**src/rtl/image_frame_buffer_pp.sv**
```systemverilog
// Ping-pong 1-bpp frame buffer: word-serial fill bank, flattened read bank, explicit release.
// Optional IMG_BUF_PAD_CHECK_EN adds a sticky pad_err flag for nonzero padding bits.
module image_frame_buffer_pp #(
  parameter int IMG_WIDTH  = 30,
  parameter int IMG_HEIGHT = 30,
  parameter int DATA_W     = 8,
  localparam int TOTAL_BITS = IMG_WIDTH * IMG_HEIGHT,
  localparam int WORDS      = (TOTAL_BITS + DATA_W - 1) / DATA_W,
  localparam int AW         = $clog2(WORDS + 1)
) (
  input  logic                  clk,
  input  logic                  rst_n,
  input  logic                  clear_buffer,
  input  logic [DATA_W-1:0]     s_data,
  input  logic                  s_valid,
  output logic                  s_ready,
  output logic [AW-1:0]         write_addr,
  output logic                  buffer_full,
  output logic                  buffer_empty,
  output logic                  frame_valid,
  input  logic                  frame_release,
  output logic                  rd_bank,
`ifdef IMG_BUF_PAD_CHECK_EN
  output logic                  pad_err,
`endif
  output logic [TOTAL_BITS-1:0] img_out
);

  localparam int IW  = (WORDS > 1) ? $clog2(WORDS) : 1;
  localparam int REM = TOTAL_BITS % DATA_W;

  logic          wr_bank_q, wr_bank_d;
  logic          rd_bank_q, rd_bank_d;
  logic [AW-1:0] wr_cnt_q, wr_cnt_d;
  logic [1:0]    bank_full_q, bank_full_d;
  logic          wr_en, last_word, rel_en;

  // Storage is deliberately unreset; only the pointers define validity.
  logic [WORDS-1:0][DATA_W-1:0] mem [2];
  logic [WORDS*DATA_W-1:0]      rd_flat;

  always_comb begin
    s_ready     = !bank_full_q[wr_bank_q];
    frame_valid = bank_full_q[rd_bank_q];
    wr_en       = s_valid && s_ready && !clear_buffer;
    last_word   = (wr_cnt_q == AW'(WORDS - 1));
    rel_en      = frame_release && frame_valid && !clear_buffer;

    wr_bank_d   = wr_bank_q;
    rd_bank_d   = rd_bank_q;
    wr_cnt_d    = wr_cnt_q;
    bank_full_d = bank_full_q;

    if (clear_buffer) begin
      wr_bank_d   = 1'b0;
      rd_bank_d   = 1'b0;
      wr_cnt_d    = '0;
      bank_full_d = '0;
    end else begin
      // A write and a release can never target the same bank, so both apply.
      if (wr_en) begin
        if (last_word) begin
          bank_full_d[wr_bank_q] = 1'b1;
          wr_bank_d              = !wr_bank_q;
          wr_cnt_d               = '0;
        end else begin
          wr_cnt_d = wr_cnt_q + AW'(1);
        end
      end
      if (rel_en) begin
        bank_full_d[rd_bank_q] = 1'b0;
        rd_bank_d              = !rd_bank_q;
      end
    end
  end

  always_ff @(posedge clk or negedge rst_n) begin
    if (!rst_n) begin
      wr_bank_q   <= 1'b0;
      rd_bank_q   <= 1'b0;
      wr_cnt_q    <= '0;
      bank_full_q <= '0;
    end else begin
      wr_bank_q   <= wr_bank_d;
      rd_bank_q   <= rd_bank_d;
      wr_cnt_q    <= wr_cnt_d;
      bank_full_q <= bank_full_d;
    end
  end

  always_ff @(posedge clk) begin
    if (wr_en) mem[wr_bank_q][wr_cnt_q[IW-1:0]] <= s_data;
  end

`ifdef IMG_BUF_PAD_CHECK_EN
  logic pad_err_q, pad_err_d, pad_hit;

  always_comb begin
    pad_hit = 1'b0;
    for (int i = 0; i < DATA_W; i++)
      if (REM != 0 && i >= REM) pad_hit = pad_hit | s_data[i];
    pad_err_d = pad_err_q;
    if (clear_buffer)                      pad_err_d = 1'b0;
    else if (wr_en && last_word && pad_hit) pad_err_d = 1'b1;
  end

  always_ff @(posedge clk or negedge rst_n) begin
    if (!rst_n) pad_err_q <= 1'b0;
    else        pad_err_q <= pad_err_d;
  end

  assign pad_err = pad_err_q;
`endif

  assign rd_flat      = mem[rd_bank_q];
  assign img_out      = rd_flat[TOTAL_BITS-1:0];
  assign rd_bank      = rd_bank_q;
  assign write_addr   = wr_cnt_q;
  assign buffer_full  = &bank_full_q;
  assign buffer_empty = (bank_full_q == 2'b00) && (wr_cnt_q == '0);

endmodule

```
**config.mk**
```make
export PLATFORM = sky130hd
export DESIGN_NAME = image_frame_buffer_pp
export DESIGN_NICKNAME = d
export VERILOG_FILES = /design/src/rtl/image_frame_buffer_pp.sv
export SDC_FILE = /design/constraint.sdc
export NUM_CORES = 2
export LEC_CHECK = 0
export ABC_AREA = 1
export CORE_MARGIN = 3
export CORE_UTILIZATION = 40
export CTS_CLUSTER_DIAMETER = 150
export DETAILED_ROUTE_END_ITERATION = 8
export PLACE_DENSITY = 0.57
export REMOVE_ABC_BUFFERS = 1
export SKIP_CTS_REPAIR_TIMING = 1
export SYNTH_ARGS = -nofsm -noshare
export SYNTH_HDL_FRONTEND = slang
export SYNTH_SLANG_ARGS = --single-unit
```
**constraint.sdc**
```tcl
create_clock -name clk -period 2.6 [get_ports clk]
set_input_delay 0.39 -clock clk [delete_from_list [all_inputs] [get_ports clk]]
set_output_delay 0.39 -clock clk [all_outputs]
set_load 0.02 [all_outputs]
```
==> flow_summary.toml <==
[power]
p_leak_uw = 0.0355
powerDensity_nw_per_um2 = 646
ir_drop_uv = 586

[place]
dp_slack_ps = -243
hpwl_mm = 143
gp_congestion = 0.848
portBuffers = 924
dpl.cell_count = 8390
placed_area_sq_um = 82900

[hold_path]
hp-start = "s_data[7]"
holdCritPathClass = "in -> reg"

[sta]
max_freq_mhz = 309
final-setup-viol-count = 1072
finalCriticalPeriod_ps = 3230
fin_skew_ps = 24.8
timing.final.ws_setup_ps = -633
relSlewSlack_pct = 15.3
rsz0062_at_grt = "yes"
hold_violations = 0
worst_pin_slew_ps = 1270
final_max_slew_viol_count = 0
period_share_pct = 124
fin_tns_setup_ps = -359850

[floorplanning]
design.core.area_sq_um = 168000
die_y_um = 418
fp.dieW_um = 418
dieArea_sq_um = 175000
rows = 150
top_level_ports = 925
start_util_pct = 40.4

[global_routing]
grt_pass1_wl_mm = 302
track_usage_pct = 24.1
antenna_found_initial = 3
grt_pass1_vias = 40916
grt-ovfl-total = 0
grt_max_degree = 115

[drt]
routed_wl_mm = 229
drc = 0
met3_length_mm = 13.9
ant_nets = 0
avgRoutedWirePerCell_um = 25.7
first_pass_iters = 6
avgViaCountPerCell = 4.98
drt_iter0_markers = 3598
via_count = 44364
top_layer = "met5"
m1WireLength_mm = 87.0
detailroute.wirelength.met2_mm = 115

[critical_path]
r2r-start = "wr_bank_q"
end_kind = "primary output"
cp_slowest_cell = "clkdlybuf4s50_1"
critPathLaunch = "rd_bank"
rrSetupSlack_ps = -140
worstPathRequired_ps = 2210
worstPathMaxFanout = 22
cp-start-kind = "register"
path_cells = "buf_4 -> buf_12 -> buf_12 -> clkbuf_16 -> nand2_1 -> nand2_1 -> clkdlybuf4s50_1"
timing_worst_setup_path_type = "reg -> out"
max_stage_delay_ps = 650
cp.arrival_ps = 2840

[synthesis]
ys_warn_count = 0
ys_seq_elements = 1811
syn_avg_cell_area_sq_um = 13.3
mappedNetlistArea_sq_um = 67800
postSynthCellCount = 5117
ys_seq_area_share_pct = 80.1
ys_types = 25

[final_layout]
postLayoutCoreUtil_pct = 54.9
multi_input_area_sq_um = 13000
seq_area_sq_um = 54300
antennaDiodeCount = 0
stdcell_area_sq_um = 92200
drive_gt1_share_pct = 21.9
fill_cells = 13676
final_nets = 6560
layout.cells.non_filler = 8903
syn2layout_area_growth_pct = 35.8

[clock_network]
cts_made_buffers = 187
clk_path_buf_depth = 3
cts_root_buf = "clkbuf_16"
cts_sinks = 1811
clkTransAtPathRegs_ps = 60
cts_tree = "done"
clkLatencyLatePin_ps = 810
cts_max_level = 4

[outcome]
outcome = "finished, violations left"
failed_checks = "negative setup slack"

[job]
drv_cap = 0
metal layers:
| metal | vias to the layer above | GRT usage, % |
|---|---|---|
| li1 | 20306 | - |
| met1 | 22010 | 28.6 |
| met2 | 1648 | 41.6 |
| met3 | 398 | 4.83 |
| met4 | 2 | 11.9 |
| met5 | - | 0 |
critical path, delay by kind of cell (launching register included):
| family | cells | cell delay (ps) |
|---|---|---|
| flops | 1 | 510 |
| simple gates | 2 | 200 |
| buf+inv | 5 | 1330 |
cells by family (layout without fill, tap and decap cells):
kind of cell	Yosys count	count (layout)	share of synthesized area (%)
buf+inv	275	1857	1.84
compound gates	12	12	0.0885
flops	1811	1811	80.1
fa+ha+maj	2	2	0.0369
simple gates	3017	3017	18.0
synth_stat cells (all sizes together):
cell type  count  share of area [%]
ha             2              0.037
and2           1             0.0092
nand2       2751                 15
clkbuf       119               0.66
nor2          28               0.17
inv           16              0.089
clkinv         1             0.0055
edfxtp      1800                 80
nor3         227                2.4
dfrtp         11               0.41
a21oi          6              0.044
o21ai          6              0.044
nand4          1             0.0092
nand3          9              0.074
buf          139                1.1
final cells by class:
class / count / area share [%]
multi-input combinational: 3031 / 14.1
clock buffer: 223 / 5.27
clock inverter: 120 / 1.29
inverter: 17 / 0.0882
timing repair buffer: 1497 / 17.4
sequential: 1811 / 59.0
tap: 2204 / 2.99
sequential cells by signal, summed over array words and instances (netlist names):
register / cells
rd_bank: 1
mem: 1800
bank_full_q: 2
wr_bank_q: 1
write_addr: 7
final timing paths:
check,to,cells after the start
max in group asynchronous,wr_bank_q,2
min,mem[0][623],1
min in group asynchronous,bank_full_q[0],2
max reg2reg,mem[1][873],10
max,img_out[6],7
min reg2reg,bank_full_q[0],2
metrics by stage:
stage / hold slack [ps] / power [uW]
final: 54.4 / 59600
after global routing: 42.2 / 61200
after floorplan: 94.4 / 32800
after detailed placement: 600 / 33700
after CTS: -117 / 60000
after global placement: 585 / 33700
placed cells by master, fill, tap and decap left out, types with 46 or more instances in the layout:
| master | instances |
|---|---|
| clkdlybuf4s50_1 | 569 |
| edfxtp_1 | 1800 |
| nor3_2 | 104 |
| nand2_2 | 145 |
| nor3_1 | 123 |
| buf_6 | 132 |
| nand2_4 | 46 |
| nand2_1 | 2560 |
| buf_12 | 111 |
| buf_4 | 480 |
| clkbuf_16 | 235 |
power by group:
part	internal [uW]	switching, uW
combinational	197	807
sequential	32100	8.05
clock	15200	11200
No activity file was read; power rests on OpenSTA's default activity.
